<file path="src/rtl/pipelined_control_unit.sv">
// pipelined_control_unit
//   Control unit for a 5-stage RV32I pipeline. Decodes op/funct3/funct7b5 in
//   Decode, carries the control bundle through its own ID/EX, EX/MEM and
//   MEM/WB registers, and resolves branches/jumps in Execute from ALU flags.
//
// Ports
//   clk, reset (async, active-low)
//   op, funct3, funct7b5            : Decode-stage instruction fields
//   ZeroE, SignE, OverflowE, CarryE : Execute ALU flags
//   StallE, FlushE                  : ID/EX hold / clear
//   ImmSrcD, IllegalD               : combinational Decode outputs
//   ALUControlE, ALUSrcAE, ALUSrcBE, PCSrcE, PCJalSrcE, ResultSrcEb0, IllegalE
//   MemWriteM, Funct3M, RegWriteM   : Memory-stage controls
//   RegWriteW, ResultSrcW           : Writeback-stage controls
module pipelined_control_unit #(
    parameter int ALUC_W      = 4,
    parameter bit BRANCH_FULL = 1'b1
) (
    input  logic              clk,
    input  logic              reset,
    input  logic [6:0]        op,
    input  logic [2:0]        funct3,
    input  logic              funct7b5,
    input  logic              ZeroE,
    input  logic              SignE,
    input  logic              OverflowE,
    input  logic              CarryE,
    input  logic              StallE,
    input  logic              FlushE,
    output logic [2:0]        ImmSrcD,
    output logic              IllegalD,
    output logic [ALUC_W-1:0] ALUControlE,
    output logic              ALUSrcAE,
    output logic [1:0]        ALUSrcBE,
    output logic              PCSrcE,
    output logic              PCJalSrcE,
    output logic              ResultSrcEb0,
    output logic              IllegalE,
    output logic              MemWriteM,
    output logic [2:0]        Funct3M,
    output logic              RegWriteM,
    output logic              RegWriteW,
    output logic [1:0]        ResultSrcW
);

    localparam logic [3:0] ALU_ADD  = 4'b0000;
    localparam logic [3:0] ALU_SUB  = 4'b0001;
    localparam logic [3:0] ALU_AND  = 4'b0010;
    localparam logic [3:0] ALU_OR   = 4'b0011;
    localparam logic [3:0] ALU_XOR  = 4'b0100;
    localparam logic [3:0] ALU_SLT  = 4'b0101;
    localparam logic [3:0] ALU_SLTU = 4'b0110;
    localparam logic [3:0] ALU_SLL  = 4'b0111;
    localparam logic [3:0] ALU_SRL  = 4'b1000;
    localparam logic [3:0] ALU_SRA  = 4'b1001;
    localparam logic [3:0] ALU_PASSB = 4'b1010;

    typedef struct packed {
        logic       reg_write;
        logic [1:0] result_src;
        logic       mem_write;
        logic       jump;
        logic       branch;
        logic       jal_src;
        logic [3:0] alu_ctl;
        logic       alu_src_a;
        logic [1:0] alu_src_b;
        logic [2:0] funct3;
        logic       illegal;
    } ctl_t;

    ctl_t       ctl_d;
    ctl_t       ctl_e;
    logic       reg_write_m;
    logic [1:0] result_src_m;
    logic       mem_write_m;
    logic [2:0] funct3_m;
    logic       reg_write_w;
    logic [1:0] result_src_w;
    logic       taken_e;

    // alt selects sub (funct3 000) or sra (funct3 101); callers mask it for I-ALU.
    function automatic logic [3:0] alu_op(input logic [2:0] f3, input logic alt);
        case (f3)
            3'b000:  alu_op = alt ? ALU_SUB : ALU_ADD;
            3'b001:  alu_op = ALU_SLL;
            3'b010:  alu_op = ALU_SLT;
            3'b011:  alu_op = ALU_SLTU;
            3'b100:  alu_op = ALU_XOR;
            3'b101:  alu_op = alt ? ALU_SRA : ALU_SRL;
            3'b110:  alu_op = ALU_OR;
            default: alu_op = ALU_AND;
        endcase
    endfunction

    always_comb begin
        ctl_d        = '0;
        ctl_d.funct3 = funct3;
        ImmSrcD      = 3'b000;
        case (op)
            7'b0000011: begin
                ctl_d.reg_write  = 1'b1;
                ctl_d.alu_src_b  = 2'b01;
                ctl_d.result_src = 2'b01;
                ctl_d.alu_ctl    = ALU_ADD;
            end
            7'b0100011: begin
                ctl_d.mem_write = 1'b1;
                ctl_d.alu_src_b = 2'b01;
                ctl_d.alu_ctl   = ALU_ADD;
                ImmSrcD         = 3'b001;
            end
            7'b0110011: begin
                ctl_d.reg_write = 1'b1;
                ctl_d.alu_ctl   = alu_op(funct3, funct7b5);
            end
            7'b0010011: begin
                ctl_d.reg_write = 1'b1;
                ctl_d.alu_src_b = 2'b01;
                ctl_d.alu_ctl   = alu_op(funct3, funct7b5 & (funct3 == 3'b101));
            end
            7'b1100011: begin
                ctl_d.branch  = 1'b1;
                ctl_d.alu_ctl = ALU_SUB;
                ImmSrcD       = 3'b010;
                if (BRANCH_FULL)
                    ctl_d.illegal = (funct3[2:1] == 2'b01);
                else
                    ctl_d.illegal = (funct3[2:1] != 2'b00);
            end
            7'b1101111: begin
                ctl_d.reg_write  = 1'b1;
                ctl_d.jump       = 1'b1;
                ctl_d.result_src = 2'b10;
                ImmSrcD          = 3'b011;
            end
            7'b1100111: begin
                ctl_d.reg_write  = 1'b1;
                ctl_d.jump       = 1'b1;
                ctl_d.jal_src    = 1'b1;
                ctl_d.alu_src_b  = 2'b01;
                ctl_d.alu_ctl    = ALU_ADD;
                ctl_d.result_src = 2'b10;
                ctl_d.illegal    = (funct3 != 3'b000);
            end
            7'b0110111: begin
                ctl_d.reg_write = 1'b1;
                ctl_d.alu_src_b = 2'b01;
                ctl_d.alu_ctl   = ALU_PASSB;
                ImmSrcD         = 3'b100;
            end
            7'b0010111: begin
                ctl_d.reg_write = 1'b1;
                ctl_d.alu_src_a = 1'b1;
                ctl_d.alu_src_b = 2'b01;
                ctl_d.alu_ctl   = ALU_ADD;
                ImmSrcD         = 3'b100;
            end
            default: ctl_d.illegal = 1'b1;
        endcase
        // An illegal instruction travels down the pipe as a NOP.
        if (ctl_d.illegal) begin
            ctl_d.reg_write = 1'b0;
            ctl_d.mem_write = 1'b0;
            ctl_d.branch    = 1'b0;
            ctl_d.jump      = 1'b0;
        end
    end

    assign IllegalD = ctl_d.illegal;

    always_ff @(posedge clk or negedge reset) begin
        if (!reset)
            ctl_e <= '0;
        else if (FlushE)
            ctl_e <= '0;
        else if (!StallE)
            ctl_e <= ctl_d;
    end

    always_ff @(posedge clk or negedge reset) begin
        if (!reset) begin
            reg_write_m  <= 1'b0;
            result_src_m <= 2'b00;
            mem_write_m  <= 1'b0;
            funct3_m     <= 3'b000;
            reg_write_w  <= 1'b0;
            result_src_w <= 2'b00;
        end else begin
            reg_write_m  <= ctl_e.reg_write;
            result_src_m <= ctl_e.result_src;
            mem_write_m  <= ctl_e.mem_write;
            funct3_m     <= ctl_e.funct3;
            reg_write_w  <= reg_write_m;
            result_src_w <= result_src_m;
        end
    end

    always_comb begin
        case (ctl_e.funct3)
            3'b000:  taken_e = ZeroE;
            3'b001:  taken_e = !ZeroE;
            3'b100:  taken_e = SignE ^ OverflowE;
            3'b101:  taken_e = !(SignE ^ OverflowE);
            3'b110:  taken_e = !CarryE;
            3'b111:  taken_e = CarryE;
            default: taken_e = 1'b0;
        endcase
    end

    always_comb begin
        ALUControlE      = '0;
        ALUControlE[3:0] = ctl_e.alu_ctl;
    end

    assign ALUSrcAE     = ctl_e.alu_src_a;
    assign ALUSrcBE     = ctl_e.alu_src_b;
    assign PCSrcE       = (ctl_e.branch & taken_e) | ctl_e.jump;
    assign PCJalSrcE    = ctl_e.jal_src;
    assign ResultSrcEb0 = ctl_e.result_src[0];
    assign IllegalE     = ctl_e.illegal;
    assign MemWriteM    = mem_write_m;
    assign Funct3M      = funct3_m;
    assign RegWriteM    = reg_write_m;
    assign RegWriteW    = reg_write_w;
    assign ResultSrcW   = result_src_w;

endmodule
</file>
<file path="config.mk">
export PLATFORM = sky130hd
export DESIGN_NAME = pipelined_control_unit
export DESIGN_NICKNAME = d
export VERILOG_FILES = /design/src/rtl/pipelined_control_unit.sv
export SDC_FILE = /design/constraint.sdc
export NUM_CORES = 1
export LEC_CHECK = 0
export CAP_MARGIN = 10
export CORE_ASPECT_RATIO = 1.5
export CORE_UTILIZATION = 45
export CTS_CLUSTER_SIZE = 24
export DETAILED_ROUTE_END_ITERATION = 8
export PLACE_DENSITY = 0.74
export SLEW_MARGIN = 20
export SYNTH_ARGS = -nofsm -noshare
export SYNTH_HDL_FRONTEND = slang
export SYNTH_SLANG_ARGS = --single-unit
</file>
<file path="constraint.sdc">
create_clock -name clk -period 1.3 [get_ports clk]
set_input_delay 0.195 -clock clk [delete_from_list [all_inputs] [get_ports clk]]
set_output_delay 0.195 -clock clk [all_outputs]
set_load 0.005 [all_outputs]
</file>
==> qor.csv, run 1 <==
metric,value,unit
fin_crit_sh,109.7,%
grt_max_degree,28,
num-nets-final,220,
antenna_cells,0,
synth_cell_types,39,
wl,3.523,mm
synth-edff-count,0,
ant_nets,0,
wire_per_inst,14.86,microns
root_buffer,clkbuf_8,
crit_fanout,3,
layout_common_cells,"buf_4, dfrtp_1, dlygate4sd2_1, buf_2, nor2_1",
dp_cells,219,
clkPwrFrac,28.0,%
fmax,701.4,MHz
met2_usage,45.00,%
antenna_found_initial,0,
timing.final.setup_violations,3,
seq_area_frac_synth,52.12,%
switching_share,25.04,%
dieArea,0.003103,sq mm
drc,0,
grt_pass1_vias,1206,
grt_pass1_wl,5.499,mm
placed_area,0.001896,sq mm
p_sw,0.4150,mW
grt_usage,24.78,%
power_frac_seq,52.2,%
path_clk_slew,0.09,ns
maxCapViolCount,0,
status,finished with violations,
violations,setup timing,
fp.dieH,67.73,microns
port_buffers,40,
overflow,0,
io_pins,42,
viasPerCell,5.131,
grt_util_met3,3.476,%
fp-row-count,23,
instances_no_fill,237,
netlist_area,0.001296,sq mm
final_design_area_no_fill,0.002112,sq mm
slew_viol_final,0,
peakVddDrop,846.3,uV
yosysWarnings,0,
crit_type,flop to output pin,
dp_hpwl,2.295,mm
netlist_instances,124,
vias,1216,
synth-main-ff-cell,dfrtp_1,
rsz0062_at_grt,true,
power_frac_comb,19.8,%
cts_buffers,3,
post-route-min-period,1.426,ns
final_common_cell,buf_4,
die_x,45.82,microns
drive_gt1_share,40.00,%
initialDrtViolationCount,50,
worst_slack,-0.1258,ns
endpoint_kind,output pin,
postSynthAreaPerCell,10.45,sq um
postCtsHoldBufs,0,
top_usage_layer,met2,
utilization,78.08,%
crit_required,1.11,ns
async_reset_ff_share,100.0,%
cts_tree,yes,
p_leak,1.129,nW
start_kind,flop,
intPower,1.242,mW
cts_sinks,27,
clock_skew,0.0008841,ns
use_met1,27.38,%
power_density,784.8,mW/mm^2
core_area,0.002705,sq mm
hold_class,input port to asynchronous set/reset pin,
ys_seq_elements,27,
syn_to_final_growth,62.93,%
hold_viol,0,
h-tree-depth,1,
syn-num-nets,143,
clock_latency,0.26,ns
drt-pass1-iter-count,4,
cts_buffer_depth,2,
globalplace.congestion,0.8900,
worstPathArrival,1.23,ns
start_util,47.92,%
[worst paths after layout]
path,from,to,slack [ns],cells after the start
max in group asynchronous,reset,ALUControlE[1]$_DFFE_PN0P_,0.76,2
min in group clk,result_src_m[0]$_DFF_PN0_,ResultSrcW[0]$_DFF_PN0_,0.36,0
worst min register to register,result_src_m[0]$_DFF_PN0_,ResultSrcW[0]$_DFF_PN0_,0.36,0
worst min-delay path,reset,ResultSrcW[0]$_DFF_PN0_,0.29,2
worst max-delay path,ctl_e[3]$_DFFE_PN0P_,PCSrcE,-0.13,4
worst max register to register,ctl_e[1]$_DFFE_PN0P_,ctl_e[1]$_DFFE_PN0P_,0.33,4
[per-stage QoR]
stage | total power [mW] | hold slack, ns | setup WS, ns | TNS (ns)
floorplan | 0.9886 | -0.1006 | 0.0003982 | 0
global placement | 1.164 | 0.3327 | -0.7936 | -9.074
detailed placement | 1.170 | 0.3371 | -0.8278 | -9.505
CTS | 1.657 | 0.3002 | -0.1025 | -0.1371
global route | 1.733 | 0.3301 | -0.1943 | -0.3858
finish | 1.658 | 0.2930 | -0.1258 | -0.2345
[cell families after synthesis]
| logic type | Yosys count | share of synthesized area, % |
|---|---|---|
| AO/OA/AOI/OAI | 32 | 18.53 |
| XOR/XNOR | 5 | 3.379 |
| buffers and inverters | 15 | 6.467 |
| flip-flops | 27 | 52.12 |
| multiplexers | 4 | 3.089 |
| other | 1 | 0.2893 |
| AND/OR/NAND/NOR | 40 | 16.12 |
[synthesized netlist by cell type, drive strengths merged, types with 2 or more instances]
cell	instances	area share, %
nand3b	2	1.2
nand2b	3	1.4
clkbuf	2	0.58
xnor2	3	2.0
o21ai	5	1.9
xor2	2	1.4
buf	10	5.0
mux2i	4	3.1
a21oi	5	1.9
inv	3	0.87
a22o	5	3.4
nor2	14	4.1
a22oi	4	2.3
dfrtp	27	52
and2	2	0.97
nor2b	4	1.9
nor3	4	1.5
nand2	6	1.7
[worst max-delay path, stage by stage, from the launching register on]
cell	delay [ns]
dfrtp_1	0.40
buf_4	0.15
a41oi_2	0.19
o21ai_1	0.09
buf_2	0.13
[routing by layer]
| metal | vias to the layer above | routed length [microns] |
|---|---|---|
| li1 | 584 | - |
| met1 | 573 | 1251 |
| met2 | 47 | 2012 |
| met3 | 12 | 133 |
| met4 | 0 | 126 |
| met5 | - | 0 |
[state kept, by name, summed over array words and instances (netlist names), 2 cells and up]
signal,count
ctl_e,8
ALUControlE,4
Funct3M,3
result_src_m,2
ResultSrcW,2
[final cells by class]
cell class	count	area, sq um
multi-input cells	82	639.4
fillers	199	593.1
inverters	3	11.26
flip-flops and latches	27	675.6
clock inverters	1	7.507
clock buffers	3	41.29
repair buffers	84	690.7
well taps	37	46.29
[power by group through the flow]
stage / logic, mW / clock network, mW / registers [mW]
floorplan: 0.105 / 0 / 0.883
global placement: 0.282 / 0 / 0.882
detailed placement: 0.287 / 0 / 0.883
CTS: 0.307 / 0.485 / 0.865
global route: 0.356 / 0.510 / 0.867
finish: 0.329 / 0.464 / 0.865
[repair_timing]
item	in CTS	in global routing
pin swaps	16	16
buffers inserted	14	4
endpoints found under the setup margin	30	17
resized for setup	93	14
(Power assumes the default switching activity.)
==> inputs of run 2 (changes only) <==
--- a/config.mk
+++ b/config.mk
@@ -7,11 +7,13 @@
 export LEC_CHECK = 0
 export CAP_MARGIN = 10
 export CORE_ASPECT_RATIO = 1.5
-export CORE_UTILIZATION = 45
+export CORE_UTILIZATION = 47
+export CTS_BUF_LIST = sky130_fd_sc_hd__clkbuf_8
 export CTS_CLUSTER_SIZE = 24
 export DETAILED_ROUTE_END_ITERATION = 8
-export PLACE_DENSITY = 0.74
+export PLACE_DENSITY = 0.77
 export SLEW_MARGIN = 20
 export SYNTH_ARGS = -nofsm -noshare
 export SYNTH_HDL_FRONTEND = slang
 export SYNTH_SLANG_ARGS = --single-unit
+export TNS_END_PERCENT = 5
==> run 2 against run 1 <==
Compared with the run above: cell count shrank 3.0%; clock skew is essentially flat; global-route usage rose by 0.78 points; combinational power decreased by 3%; sequential share of layout area grew 0.94 points; the run still ends with setup timing left; count of clock-buffer cells in the layout unchanged; largest power group unchanged; clock power down 3%; total power decreased by 1.5%.
==> qor.csv, run 2 (synthesis gave the netlist of run 1 again) <==
metric,value,unit
start_util,48.96,%
grt_usage,25.56,%
power_density,795.3,mW/mm^2
drt-pass1-iter-count,4,
initialDrtViolationCount,23,
utilization,77.50,%
worst_slack,-0.09099,ns
p_leak,1.090,nW
drive_gt1_share,34.72,%
peakVddDrop,591.5,uV
clkPwrFrac,27.5,%
start_kind,input port,
switching_share,24.18,%
cts_buffer_depth,2,
layout_common_cells,"buf_4, dfrtp_1, dlygate4sd2_1, nor2_1, buf_2",
crit_type,input port to output pin,
rsz0062_at_grt,true,
power_frac_seq,53.0,%
syn_to_final_growth,58.30,%
overflow,0,
slew_viol_final,0,
vias,1197,
cts_buffers,3,
ant_nets,0,
fp-row-count,23,
fin_crit_sh,107.0,%
largest-register,ctl_e,
fin_tns_setup,-0.2860,ns
die_x,44.88,microns
fp.dieH,66.32,microns
num-nets-final,213,
hold_viol,0,
timing.final.setup_violations,5,
violations,setup timing,
grt_pass1_wl,5.395,mm
power_frac_comb,19.6,%
endpoint_kind,output pin,
largest_reg_flops,8,
clock_skew,0.0006146,ns
p_sw,0.3946,mW
grt_pass1_vias,1169,
port_buffers,40,
dp_hpwl,2.345,mm
wire_per_inst,14.91,microns
maxCapViolCount,0,
core_area,0.002648,sq mm
root_buffer,clkbuf_8,
path_clk_slew,0.09,ns
postCtsHoldBufs,0,
intPower,1.237,mW
h-tree-depth,1,
antenna_found_initial,0,
antenna_cells,0,
drc,0,
hold_class,input port to asynchronous set/reset pin,
io_pins,42,
clock_latency,0.26,ns
globalplace.congestion,0.8619,
fmax,718.9,MHz
viasPerCell,5.204,
worstPathArrival,1.20,ns
cts_sinks,27,
post-route-min-period,1.391,ns
status,finished with violations,
wl,3.430,mm
crit_required,1.11,ns
grt_max_degree,28,
totalPowerFinal,1.632,mW
crit_fanout,6,
final_common_cell,buf_4,
reg2reg_slack,0.32,ns
cts_tree,yes,
dieArea,0.002976,sq mm
==> run 2: stage by stage <==
step           worst slack (ns)  std cells  hold slack, ns  cell area [sq um]
2_1_floorplan         0.0003982        124         -0.1006               1296
3_3_place_gp            -0.7977        220          0.3331               1903
3_5_place_dp            -0.8415        220          0.3356               1903
4_1_cts                -0.09875        230          0.3041               2028
5_1_grt                 -0.2116        230          0.3217               2052
6_report               -0.09099        230          0.2965               2052
==> run 2: what timing repair did <==
item	CTS	global route
gates cloned	0	0
setup buffers	7	0
resized for setup	83	8
pin swaps	14	5
endpoints found under the setup margin	27	14
==> run 2: path summary, 6_finish.rpt <==
check,startpoint,to,cells after the start
setup reg to reg,ctl_e[1]$_DFFE_PN0P_,ctl_e[1]$_DFFE_PN0P_,4
setup / recovery,op[3],ImmSrcD[2],4
hold / removal,reset,result_src_m[0]$_DFF_PN0_,2
min in group clk,result_src_m[0]$_DFF_PN0_,ResultSrcW[0]$_DFF_PN0_,0
max in group asynchronous,reset,ctl_e[12]$_DFFE_PN0P_,2
hold reg to reg,result_src_m[0]$_DFF_PN0_,ResultSrcW[0]$_DFF_PN0_,0
==> run 2: layout make-up <==
class	count	area, sq um
sequential	27	675.6
clock buffer	3	41.29
timing repair buffer	77	663.1
inverter	3	11.26
clock inverter	1	5.005
multi-input combinational	82	609.3
fill	188	595.6
tap	37	46.29
==> run 2: worst max-delay path, stage by stage <==
cell             delay, ns
clkdlybuf4s15_2       0.28
buf_4                 0.19
nor4_4                0.27
dlygate4sd2_1         0.26
==> run 2: routing by layer <==
| metal | global-route usage [%] | routed length (microns) | vias to the layer above |
|---|---|---|---|
| met2 | 46.32 | 1916 | 43 |
| met4 | 14.39 | 104 | 0 |
| met5 | 0 | 0 | - |
| li1 | - | - | 575 |
| met1 | 27.96 | 1289 | 571 |
| met3 | 2.186 | 121 | 8 |
==> run 2: power by group through the flow <==
stage / Sequential (mW) / Combinational (mW) / Clock (mW)
final: 0.864 / 0.319 / 0.448
after global routing: 0.866 / 0.346 / 0.501
after CTS: 0.864 / 0.312 / 0.460
after detailed placement: 0.882 / 0.290 / 0
after global placement: 0.882 / 0.283 / 0
after floorplan: 0.883 / 0.105 / 0
